**src/rtl/writeback_stage_pkg.sv**
```systemverilog
// -----------------------------------------------------------------------------
// writeback_stage_pkg
// Shared definitions for the writeback stage and its load-align helper.
//   LOAD_*      : encodings of the load-size field (2'b11 also decodes as word)
//   REG_IDX_W   : register index width
//   DATA_W      : datapath width
//   wb_entry_t  : one pending register-file write {rd, data}
// -----------------------------------------------------------------------------
package writeback_stage_pkg;

    localparam int REG_IDX_W = 4;
    localparam int DATA_W    = 32;

    localparam logic [1:0] LOAD_BYTE = 2'b00;
    localparam logic [1:0] LOAD_HALF = 2'b01;
    localparam logic [1:0] LOAD_WORD = 2'b10;

    typedef struct packed {
        logic [REG_IDX_W-1:0] rd;
        logic [DATA_W-1:0]    data;
    } wb_entry_t;

endpackage

```
**src/rtl/writeback_stage_load_align.sv**
```systemverilog
// -----------------------------------------------------------------------------
// wb_load_align
// Purely combinational load-data extraction from a big-endian memory word.
// Byte offset 0 lives in in_mem[31:24]. Sub-word results are sign- or
// zero-extended according to in_signed; word loads pass through unchanged.
// Ports:
//   in_mem      (in, 32) : memory word
//   in_addr_lo  (in, 2)  : low address bits of the load
//   in_size     (in, 2)  : 00 byte, 01 halfword, 10/11 word
//   in_signed   (in, 1)  : 1 sign-extends sub-word loads
//   load_data_o (out,32) : extracted, extended data
// -----------------------------------------------------------------------------
module wb_load_align
    import writeback_stage_pkg::*;
(
    input  logic [DATA_W-1:0] in_mem,
    input  logic [1:0]        in_addr_lo,
    input  logic [1:0]        in_size,
    input  logic              in_signed,
    output logic [DATA_W-1:0] load_data_o
);

    logic [7:0]  byte_sel;
    logic [15:0] half_sel;

    always_comb begin
        byte_sel = 8'h00;
        case (in_addr_lo)
            2'd0:    byte_sel = in_mem[31:24];
            2'd1:    byte_sel = in_mem[23:16];
            2'd2:    byte_sel = in_mem[15:8];
            default: byte_sel = in_mem[7:0];
        endcase

        // Halfword alignment ignores addr_lo[0]; misaligned halves are not trapped.
        half_sel = in_addr_lo[1] ? in_mem[15:0] : in_mem[31:16];

        case (in_size)
            LOAD_BYTE: load_data_o = {{24{in_signed & byte_sel[7]}}, byte_sel};
            LOAD_HALF: load_data_o = {{16{in_signed & half_sel[15]}}, half_sel};
            default:   load_data_o = in_mem;
        endcase
    end

endmodule

```
**src/rtl/writeback_stage.sv**
```systemverilog
// -----------------------------------------------------------------------------
// writeback_stage
// Final pipeline stage. Aligns/extends load data, buffers up to two pending
// register writes in a 2-entry FIFO and retires at most one per cycle onto the
// register-file write port. Outputs depend only on registered FIFO state and
// wb_hold, never combinationally on in_*.
//
// Optional feature: define WB_FWD_EN to add decode-stage bypass outputs
// (fwd_valid/fwd_rd/fwd_data mirror the write port, pend_mask flags every
// register targeted by a FIFO entry regardless of wb_hold).
//
// Ports:
//   clk, rst (async, active-high)
//   in_valid/in_ready       : handshake from the memory stage
//   in_reg_write            : 0 = accept and discard
//   in_rd, in_mem_to_reg, in_size, in_signed, in_addr_lo, in_alu, in_mem
//   wb_hold                 : freeze retirement
//   r_write, rd, w_data     : register-file write port
//   count                   : FIFO occupancy 0..2
// -----------------------------------------------------------------------------
module writeback_stage
    import writeback_stage_pkg::*;
#(
    parameter int DEPTH = 2
) (
    input  logic                 clk,
    input  logic                 rst,
    input  logic                 in_valid,
    output logic                 in_ready,
    input  logic                 in_reg_write,
    input  logic [REG_IDX_W-1:0] in_rd,
    input  logic                 in_mem_to_reg,
    input  logic [1:0]           in_size,
    input  logic                 in_signed,
    input  logic [1:0]           in_addr_lo,
    input  logic [DATA_W-1:0]    in_alu,
    input  logic [DATA_W-1:0]    in_mem,
    input  logic                 wb_hold,
    output logic                 r_write,
    output logic [REG_IDX_W-1:0] rd,
    output logic [DATA_W-1:0]    w_data,
    output logic [1:0]           count
`ifdef WB_FWD_EN
    ,
    output logic                 fwd_valid,
    output logic [REG_IDX_W-1:0] fwd_rd,
    output logic [DATA_W-1:0]    fwd_data,
    output logic [15:0]          pend_mask
`endif
);

    localparam logic [1:0] FULL_CNT = 2'(DEPTH);

    wb_entry_t         fifo_q [DEPTH];
    logic              head_q, tail_q;
    logic [1:0]        count_q, count_d;
    logic [DATA_W-1:0] align_data;
    logic [DATA_W-1:0] in_data;
    logic              push, pop;

    wb_load_align u_align (
        .in_mem      (in_mem),
        .in_addr_lo  (in_addr_lo),
        .in_size     (in_size),
        .in_signed   (in_signed),
        .load_data_o (align_data)
    );

    assign in_data = in_mem_to_reg ? align_data : in_alu;

    // When full but not held, the head leaves this edge, so a new entry fits.
    assign in_ready = (count_q != FULL_CNT) | ~wb_hold;
    assign pop      = (count_q != 2'd0) & ~wb_hold;
    assign push     = in_valid & in_ready & in_reg_write;

    always_comb begin
        count_d = count_q;
        case ({push, pop})
            2'b10:   count_d = count_q + 2'd1;
            2'b01:   count_d = count_q - 2'd1;
            default: count_d = count_q;
        endcase
    end

    always_ff @(posedge clk or posedge rst) begin
        if (rst) begin
            fifo_q[0] <= '0;
            fifo_q[1] <= '0;
            head_q    <= 1'b0;
            tail_q    <= 1'b0;
            count_q   <= 2'd0;
        end else begin
            // On push+pop while full, tail==head: the slot being vacated is
            // reused, which places the new entry behind the remaining one.
            if (push) begin
                fifo_q[tail_q] <= '{rd: in_rd, data: in_data};
                tail_q         <= tail_q + 1'b1;
            end
            if (pop) begin
                head_q <= head_q + 1'b1;
            end
            count_q <= count_d;
        end
    end

    assign r_write = pop;
    assign rd      = pop ? fifo_q[head_q].rd   : '0;
    assign w_data  = pop ? fifo_q[head_q].data : '0;
    assign count   = count_q;

`ifdef WB_FWD_EN
    assign fwd_valid = r_write;
    assign fwd_rd    = rd;
    assign fwd_data  = w_data;

    always_comb begin
        pend_mask = 16'h0000;
        if (count_q != 2'd0) begin
            pend_mask[fifo_q[head_q].rd] = 1'b1;
        end
        if (count_q == FULL_CNT) begin
            pend_mask[fifo_q[~head_q].rd] = 1'b1;
        end
    end
`endif

endmodule

```
**config.mk**
```make
export PLATFORM = sky130hd
export DESIGN_NAME = writeback_stage
export DESIGN_NICKNAME = d
export VERILOG_FILES = /design/src/rtl/writeback_stage_pkg.sv /design/src/rtl/writeback_stage_load_align.sv /design/src/rtl/writeback_stage.sv
export SDC_FILE = /design/constraint.sdc
export NUM_CORES = 1
export LEC_CHECK = 0
export CAP_MARGIN = 5
export CORE_UTILIZATION = 45
export DETAILED_ROUTE_END_ITERATION = 10
export PLACE_DENSITY = 0.74
export SLEW_MARGIN = 20
export SYNTH_ARGS = -nofsm -noshare
export SYNTH_HDL_FRONTEND = slang
export SYNTH_SLANG_ARGS = --single-unit
```
**constraint.sdc**
```tcl
create_clock -name clk -period 8.1 [get_ports clk]
set_input_delay 2.43 -clock clk [delete_from_list [all_inputs] [get_ports clk]]
set_output_delay 2.43 -clock clk [all_outputs]
set_load 0.02 [all_outputs]
```
# After elaboration in Yosys (flattened, before gate mapping)
# Index checks and enable logic that the tools add are counted.
dict set report classes {
  addsub 4
  order_cmp 3
  n_eq_ne 6
  mux 13
  n_bitwise 9
  reduce_logical 5
}
# operator n
set ops {}
lappend ops {{$mux 36} 4}
lappend ops {{$bwmux 72} 1}
lappend ops {{$mux 32} 2}
lappend ops {{$pmux 32 s2} 1}
lappend ops {{$demux 36 s1} 1}
lappend ops {{$pmux 8 s3} 1}
lappend ops {{$mux 16} 1}
lappend ops {{$eq 2x1->1 const B} 3}
lappend ops {{$and 1x1->1} 5}
lappend ops {{$eq 2x2->1 const B} 2}
lappend ops {{$ge 2x2->1 const B} 2}
lappend ops {{$logic_not 2->1} 2}
lappend ops {{$mux 4} 1}
lappend ops {{$not 1->2} 2}
lappend ops {{$pmux 2 s2} 1}
lappend ops {{$reduce_bool 2->1} 2}
lappend ops {{$add 1x1->1 const B} 2}
lappend ops {{$add 2x1->2 const B} 1}
lappend ops {{$lt 2x1->1 const B} 1}
lappend ops {{$ne 2x2->1 const B} 1}
lappend ops {{$sub 2x1->2 const B} 1}
lappend ops {{$logic_and 1x1->1} 1}
lappend ops {{$not 1->1} 1}
lappend ops {{$or 1x1->1} 1}
dict set report totals {
  ff_bits 76
  in_bits 79
  out_inout_bits 40
}

# Logic depth before layout (Yosys ltp)
dict set report depth {
  depth_word 6
  depth_mapped 8
}

# Hierarchy
# From an unflattened synthesis, not the netlist that was laid out.
dict set report hier_totals {
  hier_cells 394
  area_unflattened_um2 4643.2
}
# module instances cells_each area_per_inst_um2
set by_module_without_submodules {}
lappend by_module_without_submodules {writeback_stage 1 287 3813.7}
lappend by_module_without_submodules {wb_load_align 1 107 829.5}

# Worst setup path before layout
# Ideal clock, no wire load.
dict set report synth_path {
  path_type {input port to output port}
  from {input wb_hold}
  to {output w_data[12]}
  arrival_ps 3319
  slack_ps 2351
  cell_stages 4
  path_buffers 2
  path_cell_list {o21bai_1 clkbuf_1 buf_1 nor2_1}
}
dict set report synth_via {
  elab_chain_cells 3
}
# element line
set synth_lines {}
lappend synth_lines {{start, declared} writeback_stage.sv:38} ;# input logic wb_hold,
lappend synth_lines {{$not 1->1} writeback_stage.sv:73} ;# assign pop = (count_q != 2'd0) & ~wb_hold;
lappend synth_lines {{$and 1x1->1} writeback_stage.sv:73}
lappend synth_lines {{$mux 32} writeback_stage.sv:108} ;# assign w_data = pop ? fifo_q[head_q].data : '0;
lappend synth_lines {{end, declared} writeback_stage.sv:41} ;# output logic [DATA_W-1:0] w_data,
# No other way between the ends.

# Final worst setup path
# Same ends and word-level chain as after synthesis.

==> impl_metrics.py <==
metrics = {
    "cts": {
        "clock_sinks": 76,
        "clk_latency_ns": 0.35,
        "cts_resized": 0,
        "clockBufferDepth": 2,
        "htree_levels": 3,
        "numCtsBuffers": 9,
        "path_clk_slew_ns": 0.08,
        "post-cts-setup-buffer-count": 0,
        "cts_tree": "done",
        "hold_buffers": 0,
        "root_buffer": "clkbuf_8",
    },
    "worst_setup_path": {
        "worstPathMaxFanout": 38,
        "critPathArrivalTime_ns": 4.10,
        "crit_type": "in2out",
        "reg2regPathDepth": 5,
        "critPathCaptureType": "output pin",
        "cp-start-kind": "input pin",
        "cp.required_ns": 5.67,
        "r2r_slack_ns": 5.50,
    },
    "min_path": {
        "hp-class": "reg2reg",
        "holdPathStages": 2,
    },
    "finish": {
        "instances_no_fill": 723,
        "antennaDiodeCount": 0,
        "nets": 662,
        "fillers": 895,
        "area_growth_pct": 30.45,
        "drive_gt1_share_pct": 12.44,
    },
    "synth": {
        "synth_edf_count": 0,
        "synth_fp_nets": 570,
        "yosys-top-cells-count": "mux2i_1, dfrtp_1, nand2_1, nor2_1, clkbuf_1",
        "yosysMostFrequentCell": "mux2i_1",
        "synth-seq-cells": 76,
        "synth_top_cell_by_area": "dfrtp_1",
        "synth_area_sq_um": 4738,
        "syn_area_per_cell_sq_um": 9.670,
        "synthFlopType": "dfrtp_1",
        "ys_types": 41,
        "synth_cells": 490,
        "ys_top_cells_by_area": "dfrtp_1, mux2i_1, nand2_1, a41oi_1, a41oi_2",
        "synth_top_area_share_pct": 40.14,
        "ys_warn_count": 0,
        "async_flop_share_pct": 100.0,
        "ys_seq_area_share_pct": 40.14,
    },
    "floorplan": {
        "die_area_sq_um": 10940,
        "ios": 119,
        "num_rows": 37,
        "die_w_um": 104.6,
        "core_area_sq_um": 10280,
        "initial_utilization_pct": 46.10,
        "die_h_um": 104.6,
    },
    "timing": {
        "timing.fmax_mhz": 153.1,
        "finalSetupViolations": 0,
        "fin_worst_skew_ns": 0.005518,
        "fin_ws_ns": 1.569,
        "max-slew-margin-rel_pct": 42.34,
        "period_needed_ns": 6.531,
        "rsz0062_at_grt": "false",
        "worst_pin_slew_ns": 0.8639,
        "finalHoldViolCount": 0,
        "fin_tns_setup_ns": 0,
        "slew_violations": 0,
        "finalCritPeriodShare_pct": 80.63,
    },
    "drt": {
        "drc": 0,
        "drtPass1Iterations": 6,
        "vias_per_cell": 5.801,
        "num_vias": 4194,
        "totalWireLength_mm": 13.49,
        "ant_nets": 0,
        "drt_iter0_markers": 235,
        "wire_per_inst_um": 18.65,
    },
    "placed_design": {
        "place_ws_ns": 1.571,
        "hpwl_mm": 9.034,
        "place.gp.congestion": 0.8492,
        "dp.cells": 707,
        "port_buffers": 118,
    },
    "flow_run": {
        "maxCapViolCount": 0,
    },
    "pwr": {
        "power_density_nw_per_um2": 315.2,
        "p_leak_nw": 2.485,
        "peakVddDrop_mv": 0.1525,
    },
    "global_route": {
        "grt_max_degree": 50,
        "antenna_found_initial": 0,
        "grt.total_usage_pct": 24.85,
        "grt_pass1_wl_mm": 21.46,
        "grt_remaining_overflow": 0,
        "grt_pass1_vias": 4104,
    },
    "run_status": {
        "status": "complete, no violations",
    },
}
-- worst max-delay path, cell delays in order --
cell,delay (ns)
clkdlybuf4s50_1,0.41
o21bai_2,0.18
buf_4,0.27
nor2_1,0.17
clkdlybuf4s50_1,0.62
-- power by group --
part | leakage [nW] | total [mW] | switching, mW | internal [mW]
Sequential | 0.897 | 0.729 | 0.158 | 0.571
Combinational | 1.47 | 0.877 | 0.433 | 0.444
Clock | 0.116 | 0.342 | 0.142 | 0.199
-- metrics by stage --
stage / total power [mW] / hold WS, ns / instance area (sq um) / util (%)
after CTS: 1.955 / 0.4860 / 6180 / 60.13
after floorplan: 1.280 / 0.4450 / 4738 / -
after global routing: 2.074 / 0.5080 / 6181 / 60.14
final: 1.948 / 0.4811 / 6181 / 60.14
after detailed placement: 1.610 / 0.4627 / 5943 / 57.83
after global placement: 1.580 / 0.4572 / 5941 / 57.80
-- cell families after synthesis --
kind of cell             after synthesis  share of synthesized area (%)
flip-flops                            76                          40.14
multiplexers                          92                          19.43
adder cells (fa/ha/maj)                1                         0.2640
buffers and inverters                 50                          5.096
AND/OR/NAND/NOR                      160                          15.79
XOR/XNOR                               4                         0.7395
AO/OA/AOI/OAI                        107                          18.54
-- final cells by class --
cell class / instances / area [sq um] / share of cell area, %
timing repair buffer: 127 / 1249 / 20.20
clock buffer: 13 / 168.9 / 2.733
sequential: 76 / 1906 / 30.83
inverter: 4 / 16.27 / 0.2632
tap: 136 / 170.2 / 2.753
clock inverter: 3 / 67.56 / 1.093
multi-input combinational: 364 / 2604 / 42.13
-- path summary, 6_finish.rpt --
check / to / startpoint
hold / removal: fifo_q[69] / fifo_q[69]
min in group asynchronous: fifo_q[59] / rst
setup reg to reg: fifo_q[14] / count[0]
hold reg to reg: fifo_q[69] / fifo_q[69]
max in group asynchronous: tail_q / rst
setup / recovery: w_data[12] / wb_hold
-- sequential cells by signal, indices dropped and copies added, names as in the netlist --
signal / cells
head_q: 1
fifo_q: 72
count: 2
tail_q: 1
-- cells in the final DEF, fill, tap and decap left out, types with 3 or more instances in the layout --
master,instances
dfrtp_1,75
o21ai_0,14
nand2_1,73
clkdlybuf4s50_1,118
o22ai_1,7
a41oi_1,22
a31oi_1,14
inv_1,3
or3b_2,7
clkbuf_8,12
o211ai_1,7
a41oi_2,10
nor2_1,40
a22oi_1,8
mux2i_1,92
xnor2_1,3
buf_4,9
a21oi_1,8
a22o_1,8
or2_2,24
nand3_1,4
-- per-layer routing --
metal	track usage (%)	routed length [um]	up-vias
met4	7.948	194	0
met3	4.928	969	15
li1	-	-	1954
met2	38.60	6155	176
met1	34.75	6166	2049
met5	0	0	-
No activity file was read; power rests on OpenSTA's default activity.
